$ cat config.mk
export PLATFORM = sky130hd
export DESIGN_NAME = div_unit
export DESIGN_NICKNAME = d
export VERILOG_FILES = /design/src/rtl/div_unit.sv
export SDC_FILE = /design/constraint.sdc
export NUM_CORES = 1
export LEC_CHECK = 0
export BUFFER_PORTS_ARGS = -buffer_cell sky130_fd_sc_hd__buf_2
export CORE_ASPECT_RATIO = 1.4
export CORE_MARGIN = 2
export CORE_UTILIZATION = 50
export CTS_CLUSTER_SIZE = 30
export DETAILED_ROUTE_END_ITERATION = 8
export GPL_TIMING_DRIVEN = 0
export PLACE_DENSITY = 0.72
export SLEW_MARGIN = 10
export SYNTH_ARGS = -nofsm -noshare
export SYNTH_HDL_FRONTEND = slang
export SYNTH_SLANG_ARGS = --single-unit
$ cat constraint.sdc
create_clock -name clk -period 5.9 [get_ports clk]
set_input_delay 0.295 -clock clk [delete_from_list [all_inputs] [get_ports clk]]
set_output_delay 0.295 -clock clk [all_outputs]
set_load 0.1 [all_outputs]
$ cat src/rtl/div_unit.sv
// Radix-2 restoring 32-bit divider for DIV/DIVU; result is {remainder, quotient}.
// Handshake: start_i held until ready_o, divide-by-zero short-circuits to a zero result.
module div_unit (
    input  logic        clk,
    input  logic        rst,
    input  logic        signed_div_i,
    input  logic [31:0] opdata1_i,
    input  logic [31:0] opdata2_i,
    input  logic        start_i,
    input  logic        annul_i,
    output logic [63:0] result_o,
    output logic        ready_o
);

    typedef enum logic [1:0] {StFree, StByZero, StOn, StEnd} state_e;

    state_e      state_q, state_d;
    logic [5:0]  cnt_q, cnt_d;
    logic [64:0] dividend_q, dividend_d;
    logic [31:0] divisor_q, divisor_d;
    logic        quo_neg_q, quo_neg_d;
    logic        rem_neg_q, rem_neg_d;
    logic [63:0] result_q, result_d;
    logic        ready_q, ready_d;

    logic [31:0] op1_abs, op2_abs;
    logic [32:0] diff;
    logic [31:0] quotient, remainder;

    // 0x80000000 maps onto itself, which is the correct unsigned magnitude.
    assign op1_abs = (signed_div_i && opdata1_i[31]) ? (~opdata1_i + 32'd1) : opdata1_i;
    assign op2_abs = (signed_div_i && opdata2_i[31]) ? (~opdata2_i + 32'd1) : opdata2_i;

    assign diff      = {1'b0, dividend_q[63:32]} - {1'b0, divisor_q};
    assign quotient  = quo_neg_q ? (~dividend_q[31:0] + 32'd1) : dividend_q[31:0];
    assign remainder = rem_neg_q ? (~dividend_q[64:33] + 32'd1) : dividend_q[64:33];

    always_comb begin
        state_d    = state_q;
        cnt_d      = cnt_q;
        dividend_d = dividend_q;
        divisor_d  = divisor_q;
        quo_neg_d  = quo_neg_q;
        rem_neg_d  = rem_neg_q;
        result_d   = result_q;
        ready_d    = ready_q;

        unique case (state_q)
            StFree: begin
                if (start_i && !annul_i) begin
                    if (opdata2_i == 32'd0) begin
                        state_d = StByZero;
                    end else begin
                        dividend_d = {32'd0, op1_abs, 1'b0};
                        divisor_d  = op2_abs;
                        quo_neg_d  = signed_div_i & (opdata1_i[31] ^ opdata2_i[31]);
                        rem_neg_d  = signed_div_i & opdata1_i[31];
                        cnt_d      = 6'd0;
                        state_d    = StOn;
                    end
                end
            end
            StByZero: begin
                if (annul_i || !start_i) begin
                    state_d = StFree;
                end else begin
                    state_d  = StEnd;
                    result_d = 64'd0;
                    ready_d  = 1'b1;
                end
            end
            StOn: begin
                if (annul_i || !start_i) begin
                    state_d = StFree;
                    cnt_d   = 6'd0;
                end else if (cnt_q == 6'd32) begin
                    state_d  = StEnd;
                    result_d = {remainder, quotient};
                    ready_d  = 1'b1;
                end else begin
                    if (diff[32]) begin
                        dividend_d = {dividend_q[63:0], 1'b0};
                    end else begin
                        dividend_d = {diff[31:0], dividend_q[31:0], 1'b1};
                    end
                    cnt_d = cnt_q + 6'd1;
                end
            end
            StEnd: begin
                // annul_i is deliberately ignored here: the result is already committed.
                if (!start_i) begin
                    state_d  = StFree;
                    result_d = 64'd0;
                    ready_d  = 1'b0;
                end
            end
            default: state_d = StFree;
        endcase
    end

    always_ff @(posedge clk) begin
        if (rst) begin
            state_q    <= StFree;
            cnt_q      <= 6'd0;
            dividend_q <= 65'd0;
            divisor_q  <= 32'd0;
            quo_neg_q  <= 1'b0;
            rem_neg_q  <= 1'b0;
            result_q   <= 64'd0;
            ready_q    <= 1'b0;
        end else begin
            state_q    <= state_d;
            cnt_q      <= cnt_d;
            dividend_q <= dividend_d;
            divisor_q  <= divisor_d;
            quo_neg_q  <= quo_neg_d;
            rem_neg_q  <= rem_neg_d;
            result_q   <= result_d;
            ready_q    <= ready_d;
        end
    end

    assign result_o = result_q;
    assign ready_o  = ready_q;

endmodule

==> results list, run 1 <==
- The flow ran to the end, and the final reports show no timing, DRC or antenna violations.
- Count of flip-flops with a built-in enable after synthesis: 0
- Cells with a size suffix above 1 make up 12.2% of the layout.
- For this design the static power due to leakage is 5.04 nW.
* Starting utilization of the core area: 50.5%
- Wire length on met2: 16.8 mm
- Number of nets with antenna violations after routing: 0
- Synth-to-layout area growth: 14.9%
- In this run the worst hold path is classified as in -> reg.
- Yosys cell types: 65
- For the final database, setup skew stands at 9.05 ps.
- Post-layout minimum cycle time: 3690 ps
- Total Die Area: 23000 µm²
* Worst hold path endpoint: divisor_q[0]$_SDFFE_PP0P_
- TritonCTS Buffers: 17
* Synthesized cell area: 10900 µm²
- The initial antenna violation count came to 0.
- Total routed wirelength: 33.9 mm
- The max-slew violation count is 0.
- Starting DRT DRC Count: 720
- No sink is reached through more buffers than the 2 on the longest clock path.
- Counting every instance in the synthesized netlist gives 1455.
* Routability-driven placement congestion ratio: 0.982
- Period utilisation layout: 62.5%
- Yosys printed 0 warnings.
- For this run the aggregate overflow at the end of global routing stands at 0.
* Via count of the first global-routing pass: 10145
- DR WL/cell: 18.0 µm
- Post-CTS setup-driven buffer insertion count: 0
* I/O pin cnt: 134
- Upper clock frequency limit: 271 MHz
- The setup path with the least slack is of type reg -> reg.
* Met3 WL: 1.56 mm
* Die span in x: 129 µm
- Transition time at the pin with the least slew margin: 1190 ps
- The completed layout was analyzed and its total power is 0.00400 W.
* Commonest register cell after synthesis: sky130_fd_sc_hd__dfxtp_1
- Setup violations, final: 0
- Mean post-synth cell area: 7.50 µm²
- In this run the vertical extent of the chip is 179 µm.
- The HPWL after detailed placement is 26.9 mm.
- Fin nets: 1720
- For the final routed database, the setup TNS stands at 0 ps.
- CTS built an H-tree with a depth of 4.
- The floorplan step defined a core boundary enclosing 21600 µm².
- Once the clock tree was built, the resizer swapped 0 gates to a different size.
* FILL cells: 2064
- Peak fanout along the critical path: 10
- The worst-case IR drop observed on VDD is 0.235 mV.
- For flop-to-flop paths, the worst setup slack is 2210 ps.
- Row generation in the floorplan step produced 64 rows.
* Critical path arrival: 4010 ps
- Type of destination of the critical path: flop
* Global router's overall resource usage: 29.0%
- Startpoint class of the critical path: flop
- Worst skew pair latency: 440 ps
- Vias per cell: 5.83
- The worst hold path begins at opdata2_i[0].
* Fraction of the yosys area taken by sequential cells: 31.5%
- Total vias in the final route: 10985
- The worst register-to-register path ends at dividend_q[60]$_SDFFE_PP0P_.
- Power per Cell Area: 319 nW/µm²
* Min-Delay Path Depth: 3
- 0 antenna diodes ended up in the layout.
* DR top layer: met4
- After clock tree synthesis, the clock-pin slew on the worst setup and hold paths is 60 ps.
- Setup repair after global routing left no endpoint under its margin.
* Final Hold Vio Count: 0
* Wire length of the first global-routing pass: 52.0 mm
* M1 wire length: 13.6 mm
- The first detailed-routing pass took 6 iterations.
- The number of cells on the worst reg-to-reg path is 10.
- CTS tree: done
* # clock sinks: 172
- The tool flagged a number of max-cap violations equal to 0.
* Synthesis-stage register bit count: 172
- Critical R2R Launch: dividend_q[47]$_SDFFE_PP0P_
- Counting flops with an async set or reset pin after synthesis yields a share of 0%.
* Synthesized net count: 1568
- Cell chosen for the clock root: sky130_fd_sc_hd__clkbuf_16
- Maximum number of pins on one net before global-route repair: 17
* Worst EP required: 6220 ps
- Relative slew slack: 19.5%
- The number of hold buffers added after CTS was 0.
- During placement, the flow inserted port buffers numbering 132.
- For this run, design rule violations remaining after detail routing come to 0.
synthesized netlist by cell type (all sizes together), types with 5 or more instances:
| cell | n | share of area [%] |
|---|---|---|
| o41ai | 13 | 1.0 |
| nand2b | 16 | 0.92 |
| xor2 | 62 | 5.0 |
| and2 | 7 | 0.40 |
| nor2 | 141 | 4.9 |
| o31ai | 23 | 1.8 |
| buf | 16 | 0.78 |
| nor2b | 7 | 0.40 |
| or2 | 6 | 0.34 |
| a22oi | 23 | 1.6 |
| and3 | 9 | 0.52 |
| o21bai | 5 | 0.34 |
| nand4 | 8 | 0.46 |
| dfxtp | 172 | 32 |
| nor4 | 9 | 0.65 |
| a21o | 9 | 0.62 |
| or3 | 12 | 0.73 |
| o21ai | 124 | 5.7 |
| a21oi | 120 | 5.5 |
| nand3 | 41 | 1.9 |
| or4 | 14 | 1.0 |
| o21a | 9 | 0.62 |
| nor3 | 31 | 1.5 |
| mux2i | 11 | 1.0 |
| a32oi | 12 | 0.96 |
| o211ai | 8 | 0.55 |
| a211oi | 43 | 3.0 |
| inv | 59 | 2.0 |
| xnor2 | 84 | 6.7 |
| a31oi | 6 | 0.34 |
| ha | 43 | 4.9 |
| clkbuf | 69 | 2.4 |
| nand2 | 211 | 7.3 |
flip-flops by register name, indices dropped and copies added, names as in the netlist:
register,count
cnt_q,6
ready_o,1
quo_neg_q,1
result_o,64
divisor_q,32
state_q,2
rem_neg_q,1
dividend_q,65
cells by family (layout without fill, tap and decap cells):
logic type,after synthesis,count (layout),share of synthesized area (%)
mux,11,11,1.01
flops,172,172,31.5
simple gates,522,522,21.7
xor+xnor,146,146,11.7
buf+inv,144,309,5.18
compound gates,416,416,23.7
fa+ha+maj,44,44,5.11
metal layers:
layer | vias up | global-route usage, %
met5 | - | 0
met4 | 0 | 16.3
met3 | 75 | 4.12
met2 | 380 | 52.1
met1 | 5124 | 32.5
li1 | 5406 | -
worst max-delay path by stage:
stage | start | end | slack, ps | cells past startpoint
5_1_grt | dividend_q[33]$_SDFFE_PP0P_ | dividend_q[63]$_SDFFE_PP0P_ | 2050 | 11
6_report | dividend_q[47]$_SDFFE_PP0P_ | dividend_q[60]$_SDFFE_PP0P_ | 2210 | 10
4_1_cts | dividend_q[33]$_SDFFE_PP0P_ | dividend_q[63]$_SDFFE_PP0P_ | 2270 | 11
3_3_place_gp | opdata2_i[0] | dividend_q[62]$_SDFFE_PP0P_ | 2200 | 11
3_5_place_dp | dividend_q[33]$_SDFFE_PP0P_ | dividend_q[63]$_SDFFE_PP0P_ | 2290 | 11
2_1_floorplan | dividend_q[32]$_SDFFE_PP0P_ | dividend_q[63]$_SDFFE_PP0P_ | 2950 | 12
cell type report:
cell class / count / area (µm²) / share of cell area [%]
multi-input combinational: 1139 / 6910 / 55.1
sequential: 172 / 3440 / 27.4
buffer: 85 / 344 / 2.74
clock inverter: 8 / 105 / 0.838
tap: 264 / 330 / 2.63
inverter: 59 / 221 / 1.77
clock buffer: 24 / 522 / 4.16
timing repair buffer: 133 / 668 / 5.33
placed cells by master, fill, tap and decap left out, types with 7 or more instances in the layout:
cell	netlist	final
sky130_fd_sc_hd__a211oi_1	43	43
sky130_fd_sc_hd__a21o_1	9	9
sky130_fd_sc_hd__a21oi_1	120	120
sky130_fd_sc_hd__a22oi_1	23	23
sky130_fd_sc_hd__a32oi_1	12	12
sky130_fd_sc_hd__and2_1	7	7
sky130_fd_sc_hd__and3_1	9	9
sky130_fd_sc_hd__buf_2	11	143
sky130_fd_sc_hd__clkbuf_1	69	69
sky130_fd_sc_hd__clkbuf_16	0	17
sky130_fd_sc_hd__clkbuf_8	0	7
sky130_fd_sc_hd__dfxtp_1	172	172
sky130_fd_sc_hd__ha_1	43	43
sky130_fd_sc_hd__inv_1	58	58
sky130_fd_sc_hd__mux2i_1	11	11
sky130_fd_sc_hd__nand2_1	211	211
sky130_fd_sc_hd__nand2b_1	16	16
sky130_fd_sc_hd__nand3_1	40	40
sky130_fd_sc_hd__nand4_1	8	8
sky130_fd_sc_hd__nor2_1	140	140
sky130_fd_sc_hd__nor2b_1	7	7
sky130_fd_sc_hd__nor3_1	30	30
sky130_fd_sc_hd__nor4_1	8	7
sky130_fd_sc_hd__o211ai_1	8	8
sky130_fd_sc_hd__o21a_1	9	9
sky130_fd_sc_hd__o21ai_0	82	82
sky130_fd_sc_hd__o21ai_1	42	42
sky130_fd_sc_hd__o31ai_1	20	20
sky130_fd_sc_hd__o41ai_1	13	13
sky130_fd_sc_hd__or3_1	11	11
sky130_fd_sc_hd__or4_1	12	12
sky130_fd_sc_hd__xnor2_1	84	84
sky130_fd_sc_hd__xor2_1	62	62
through the flow:
stage	util, %	cells	instance area [µm²]	setup WS [ps]	hold slack [ps]
floorplan	-	1455	10900	2950	431
global placement	55.1	1851	11900	2200	429
detailed placement	55.1	1852	11900	2290	436
CTS	58.0	1884	12500	2270	125
global route	58.0	1884	12500	2050	155
finish	58.0	1884	12500	2210	141
critical path, cell delays in order, from the launching register on:
cell and delay [ps]:
sky130_fd_sc_hd__dfxtp_1 560, sky130_fd_sc_hd__ha_1 390, sky130_fd_sc_hd__a21oi_1 260, sky130_fd_sc_hd__o21ai_0 150, sky130_fd_sc_hd__or3_1 320, sky130_fd_sc_hd__a41o_1 280
sky130_fd_sc_hd__a211oi_1 670, sky130_fd_sc_hd__clkbuf_1 520, sky130_fd_sc_hd__nor3b_1 120, sky130_fd_sc_hd__mux2i_1 210, sky130_fd_sc_hd__nand2_1 90
power breakdown:
group	internal, W	total [W]	leakage, nW	switching, W
Sequential	0.00125	0.00134	1.39	0.0000907
Combinational	0.000524	0.00148	3.34	0.000958
Clock	0.000703	0.00118	0.301	0.000473
Power figures use the tool's default switching activity.
==> run 2: changes to the inputs <==
clock period = 3.85 ns   (was 5.9 ns; I/O delays follow)
==> run 2 against run 1 <==
Effect of this change:
- core utilization barely moved
- cell area about the same
- critical endpoint is now result_o[52]$_SDFFE_PP0P_
- clock-buffer cell count did not move
- sequential power is 54% higher
==> results list, run 2 (synthesized netlist as in run 1, its figures left out) <==
- Run status: complete, no violations
- Type of the worst min-delay path: in -> reg
- Before antenna repair, the detailed router went through 5 iterations.
* Depth of the CTS H-tree: 4
* Total grt overflow: 0
- For this run, the post-layout net count is 1720.
- For the final database, setup skew stands at 8.50 ps.
- Data on the critical path is required at its endpoint by 4170 ps.
* Starting DRT DRC Count: 786
- Via count of the first global-routing pass: 10145
- Max IR drop VDD: 0.363 mV
- Period utilisation layout: 93.5%
- Setup repair after global routing left no endpoint under its margin.
- Final slew viol count: 0
- The detail route stage leaves a number of antenna-violating nets equal to 0.
- Measured along the x axis, the die boundary spans 129 µm.
- The floorplan step set the die height to 179 µm.
- Wire length of the first global-routing pass: 52.0 mm
- Type of destination of the critical path: flop
* Transition time at the pin with the least slew margin: 1190 ps
- TritonCTS created 17 clock buffers.
* Cell chosen for the clock root: sky130_fd_sc_hd__clkbuf_16
- Upper clock frequency limit: 278 MHz
- Entering global routing, the biggest net connects 17 pins.
- Post-route DRC violation count: 0
- Starting utilization of the core area: 50.5%
* Post-layout minimum cycle time: 3600 ps
- Critical path arrival: 3910 ps
- Leaving out fill and tap cells, the most frequent cell in the layout is sky130_fd_sc_hd__nand2_1.
- Antenna violations before repair: 0
- The clock net in this run drives a total of 172 sinks.
* Flip-flop count of the largest register after layout: 65
- Cell Count, Final, Fillers Out: 1884
- Total Die Area: 23000 µm²
- During placement, the flow inserted port buffers numbering 132.
* Worst skew pair latency: 440 ps
* Proportion of layout cells with a drive suffix above 1: 12.3%
- 134 I/O pins were placed.
* Setup Total Neg Slack: 0 ps
- Summed over all cells, the static leakage comes to 5.04 nW.
- Placed cells: 1852
- In this run the post-CTS setup repair buffer count came out at 0.
- Relative slew slack: 20.4%
- In the final routed layout, each cell accounts on average for 18.0 µm.
- Setup violations, final: 0
- Placeable core region: 21600 µm²
- Final HPWL DP: 26.9 mm
- Most flop-heavy register: dividend_q
- Post-route total power: 0.00614 W
- The clock passes through at most 2 buffers.
- Of all nets on the critical path, the largest fanout is 10.
- Synth-to-layout area growth: 15.0%
- Antenna diode count: 0
- For this design the ratio of total power to cell area is 489 nW/µm².
- Startpoint class of the critical path: flop
- Total vias in the final route: 10948
* Total routed wirelength: 33.9 mm
- The initialized floorplan defines 64 standard-cell rows.
- The top cell types in the final layout, fill and taps aside, are sky130_fd_sc_hd__nand2_1 (211), sky130_fd_sc_hd__dfxtp_1 (172), sky130_fd_sc_hd__buf_2 (143).
- Across every metal layer, demand over resource in global routing totals 29.0%.
- Once layout is complete, the utilization of the core stands at 58.1%.
- TritonCTS built the clock tree.
- Using the TritonRoute via totals, the vias-per-cell ratio works out to 5.81.
* Kind of critical path: reg -> reg
- Final Hold Vio Count: 0
- Routability-driven placement finished with a final weighted congestion of 0.982.
- Clock-pin slew was measured on the worst setup and hold paths at 60 ps.
- Max-cap violations in this run came to 0.
[run 2: final timing paths]
path / from / end / slack, ps / cells past startpoint
worst min register to register: result_o[30]$_SDFFE_PP0P_ / result_o[30]$_SDFFE_PP0P_ / 440 / 2
worst max register to register: cnt_q[1]$_SDFFE_PP0P_ / result_o[52]$_SDFFE_PP0P_ / 250 / 10
worst max-delay path: cnt_q[1]$_SDFFE_PP0P_ / result_o[52]$_SDFFE_PP0P_ / 250 / 10
worst min-delay path: opdata2_i[0] / divisor_q[0]$_SDFFE_PP0P_ / 40 / 3
[run 2: repair_timing]
| item | in CTS | in global routing |
|---|---|---|
| endpoints found under the setup margin | 0 | 2 |
| endpoints found under the hold margin | 0 | 0 |
| hold buffers | 0 | 0 |
| gates resized for setup | 0 | 2 |
[run 2: critical path: stages (launching register included)]
cell and delay, ps:
sky130_fd_sc_hd__dfxtp_1 320, sky130_fd_sc_hd__inv_1 70, sky130_fd_sc_hd__ha_1 130, sky130_fd_sc_hd__nand2_1 50, sky130_fd_sc_hd__nor4_1 680, sky130_fd_sc_hd__nand2_1 230
sky130_fd_sc_hd__a211oi_1 980, sky130_fd_sc_hd__nor2_1 330, sky130_fd_sc_hd__clkbuf_1 350, sky130_fd_sc_hd__a22oi_1 250, sky130_fd_sc_hd__nor2_1 60
[run 2: cell type report]
class	count	area, µm²
clock buffer	24	522
timing repair buffer	133	668
sequential	172	3440
tap	264	330
multi-input combinational	1139	6920
inverter	59	221
fill	2061	9060
clock inverter	8	105
buffer	85	344
[run 2: metrics by stage]
step                      setup slack, ps  cell area [µm²]  hold slack [ps]
after global placement                222            11900              429
after CTS                             220            12500             22.2
final                                 251            12600             40.4
after detailed placement              236            11900              436
after floorplan                       899            10900              328
after global routing                 28.1            12600             52.7
[run 2: metal layers]
metal | part of all wire (%) | track usage, % | vias to the layer above
li1 | - | - | 5410
met3 | 4.2 | 4.12 | 76
met5 | 0 | 0 | -
met2 | 50 | 52.1 | 326
met4 | 5.5 | 16.3 | 0
met1 | 40 | 32.5 | 5136
[run 2: where the power goes]
group          total [W]  internal, W  switching (W)
sequential       0.00206      0.00192       0.000138
combinational    0.00228     0.000806        0.00147
clock            0.00181      0.00108       0.000731
total            0.00614      0.00381        0.00234
==> run 3: changes to the inputs <==
CELL_PAD_IN_SITES_DETAIL_PLACEMENT = 1   (was not set)
CELL_PAD_IN_SITES_GLOBAL_PLACEMENT = 1   (was not set)
CORE_UTILIZATION = 43   (was 50)
PLACE_DENSITY = 0.82   (was 0.72)
==> run 3 against run 2 <==
Effect of this change:
- worst setup slack improved by 120 ps
- cell area rose by 0.61%
- cell count rose by 2.9%
- clock skew rose by 4.1 ps
- largest cell class unchanged
==> results list, run 3 (synthesized netlist as in run 1, its figures left out) <==
* Run status: complete, no violations
- The repair_antennas step left the layout with diodes totalling 0.
- I/O pin cnt: 134
- Proportion of layout cells with a drive suffix above 1: 12.3%
- For this design the static power due to leakage is 5.04 nW.
- Total grt overflow: 0
- Critical path arrival: 3810 ps
* Antenna violations before repair: 0
- Wire length of the first global-routing pass: 60.3 mm
* Most frequent cells in the layout: sky130_fd_sc_hd__nand2_1 (211), sky130_fd_sc_hd__dfxtp_1 (172), sky130_fd_sc_hd__buf_2 (143)
- The worst register-to-register path ends at dividend_q[47]$_SDFFE_PP0P_.
- Derived from the worst setup path, the maximum achievable clock frequency is 288 MHz.
* Routability-driven placement congestion ratio: 0.919
- Clock slew at reported path FFs: 70 ps
- Global routing used 28.5% of the available tracks across all layers.
- Relative slew slack: 22.1%
* Total routed wirelength: 38.8 mm
* Unrepaired setup endpoints after global routing: false
- Vias per cell: 5.76
- CTS tree: done
- Cell chosen for the clock root: sky130_fd_sc_hd__clkbuf_16
* Most common cell after layout, fill and taps aside: sky130_fd_sc_hd__nand2_1
- Fin nets: 1720
* R2r setup slk: 370 ps
- For this design the ratio of total power to cell area is 500 nW/µm².
- The region available for standard cell placement spans 25200 µm².
- Post-route DRC violation count: 0
- Max IR drop VDD: 0.383 mV
- Port-buffer cells: 132
* Depth of the CTS H-tree: 4
- Setup Total Neg Slack: 0 ps
- Type of destination of the critical path: flop
- From bottom edge to top edge, the die measures 193 µm.
- Before antenna repair, the detailed router went through 4 iterations.
- For this block, the via count after detailed routing is 11175.
- Maximum number of pins on one net before global-route repair: 17
* Most flop-heavy register: dividend_q
* Final slew viol count: 0
* Post-route total power: 0.00632 W
- The worst hold path terminates at divisor_q[1]$_SDFFE_PP0P_.
- Dividing the detail-routed wire length by the instance count gives 20.0 µm.
- Measured in cells, the most critical reg-to-reg path has a length of 10.
- The via count of the first global-routing pass is 11345.
* Min-Delay Path Depth: 3
- The final critical path takes up 90.3% of the cycle.
* Starting DRT DRC Count: 579
- The tool flagged a number of max-cap violations equal to 0.
- Worst EP required: 4180 ps
- The startpoint identified for the worst hold timing path is opdata2_i[1].
* Type of the worst min-delay path: in -> reg
* Transition time at the pin with the least slew margin: 1150 ps
- FILL cells: 3253
- Total Die Area: 26700 µm²
- Worst skew pair latency: 450 ps
- The clock passes through at most 2 buffers.
* TritonCTS Buffers: 17
- Across the routed clock network, the largest skew measured is 12.6 ps.
* Post-layout minimum cycle time: 3480 ps
- Setup violations remaining at the end of the flow were counted as 0.
- Row Count: 69
- In this run the worst path has a maximum fanout of 10.
- The worst setup path is launched from a flop.
- Number of nets with antenna violations after routing: 0
- Final Hold Vio Count: 0
* Die span in x: 139 µm
- Once the floorplan was initialized, standard cells occupied 43.3% of the core.
- The register with the most flip-flops in the layout has 65 of them.
- Clock tree synthesis found a total of 172 sinks.
- Synth-to-layout area growth: 15.7%
- Critical R2R Launch: dividend_q[47]$_SDFFE_PP0P_
- The wire-length estimate of the detail-placed layout is 30.9 mm.
- Kind of critical path: reg -> reg
-- run 3: changes by cell type in the layout (fill, tap and decap cells not counted), moves of 2 or more --
| cell | before | now |
|---|---|---|
| sky130_fd_sc_hd__bufinv_16 | 2 | 4 |
| sky130_fd_sc_hd__clkbuf_8 | 7 | 1 |
| sky130_fd_sc_hd__clkinv_4 | 2 | 0 |
| sky130_fd_sc_hd__inv_6 | 0 | 3 |
-- run 3: worst max-delay path, cell delays in order, from the launching register on --
cell and delay (ps):
sky130_fd_sc_hd__dfxtp_1 590, sky130_fd_sc_hd__ha_1 400, sky130_fd_sc_hd__a21oi_1 250, sky130_fd_sc_hd__o21ai_0 150, sky130_fd_sc_hd__or3_1 320, sky130_fd_sc_hd__a41o_1 280
sky130_fd_sc_hd__a211oi_2 430, sky130_fd_sc_hd__clkbuf_1 530, sky130_fd_sc_hd__nor2_1 110, sky130_fd_sc_hd__a21oi_1 240, sky130_fd_sc_hd__o21ai_1 80
-- run 3: repair_timing --
item / CTS / global route
setup buffers: 0 / 0
setup endpoints to repair: 0 / 28
resized for setup: 0 / 3
hold buffers: 0 / 0
-- run 3: final cells by class --
cell class / instances / area, µm² / share of cell area, %
inverter: 59 / 221 / 1.75
timing repair buffer: 133 / 668 / 5.29
buffer: 85 / 344 / 2.72
clock inverter: 13 / 186 / 1.48
multi-input combinational: 1139 / 6930 / 54.8
tap: 319 / 399 / 3.16
clock buffer: 19 / 443 / 3.51
sequential: 172 / 3440 / 27.3
-- run 3: metal layers --
metal  vias to the layer above  track usage [%]  wire length (µm)
met5                         -                0                 0
met4                         0             15.4              2080
met3                        92             4.17              1230
met2                       261             54.2             20200
met1                      5431             30.3             15200
li1                       5391                -                 -
-- run 3: where the power goes --
part	switching [W]	internal (W)
registers	0.000147	0.00192
clock network	0.000776	0.00111
logic	0.00155	0.000810
total	0.00248	0.00384
-- run 3: how the worst max path moves through the flow --
stage / slack, ps / cells past startpoint / start / end
final: 370 / 10 / dividend_q[47]$_SDFFE_PP0P_ / dividend_q[47]$_SDFFE_PP0P_
after global routing: 140 / 10 / dividend_q[47]$_SDFFE_PP0P_ / dividend_q[47]$_SDFFE_PP0P_
after CTS: 170 / 11 / dividend_q[33]$_SDFFE_PP0P_ / dividend_q[63]$_SDFFE_PP0P_
after detailed placement: 220 / 10 / cnt_q[0]$_SDFFE_PP0P_ / result_o[52]$_SDFFE_PP0P_
after global placement: 280 / 11 / dividend_q[33]$_SDFFE_PP0P_ / dividend_q[63]$_SDFFE_PP0P_
after floorplan: 900 / 12 / dividend_q[32]$_SDFFE_PP0P_ / dividend_q[63]$_SDFFE_PP0P_
-- run 3: metrics by stage --
stage	instance area (µm²)	worst slack (ps)	cells	util, %	hold slack [ps]
final	12600	372	1939	50.1	53.9
after global routing	12600	137	1939	50.1	75.3
after CTS	12600	171	1939	50.1	39.4
after detailed placement	12000	219	1907	47.6	439
after global placement	12000	277	1906	47.5	432
after floorplan	10900	899	1455	-	328
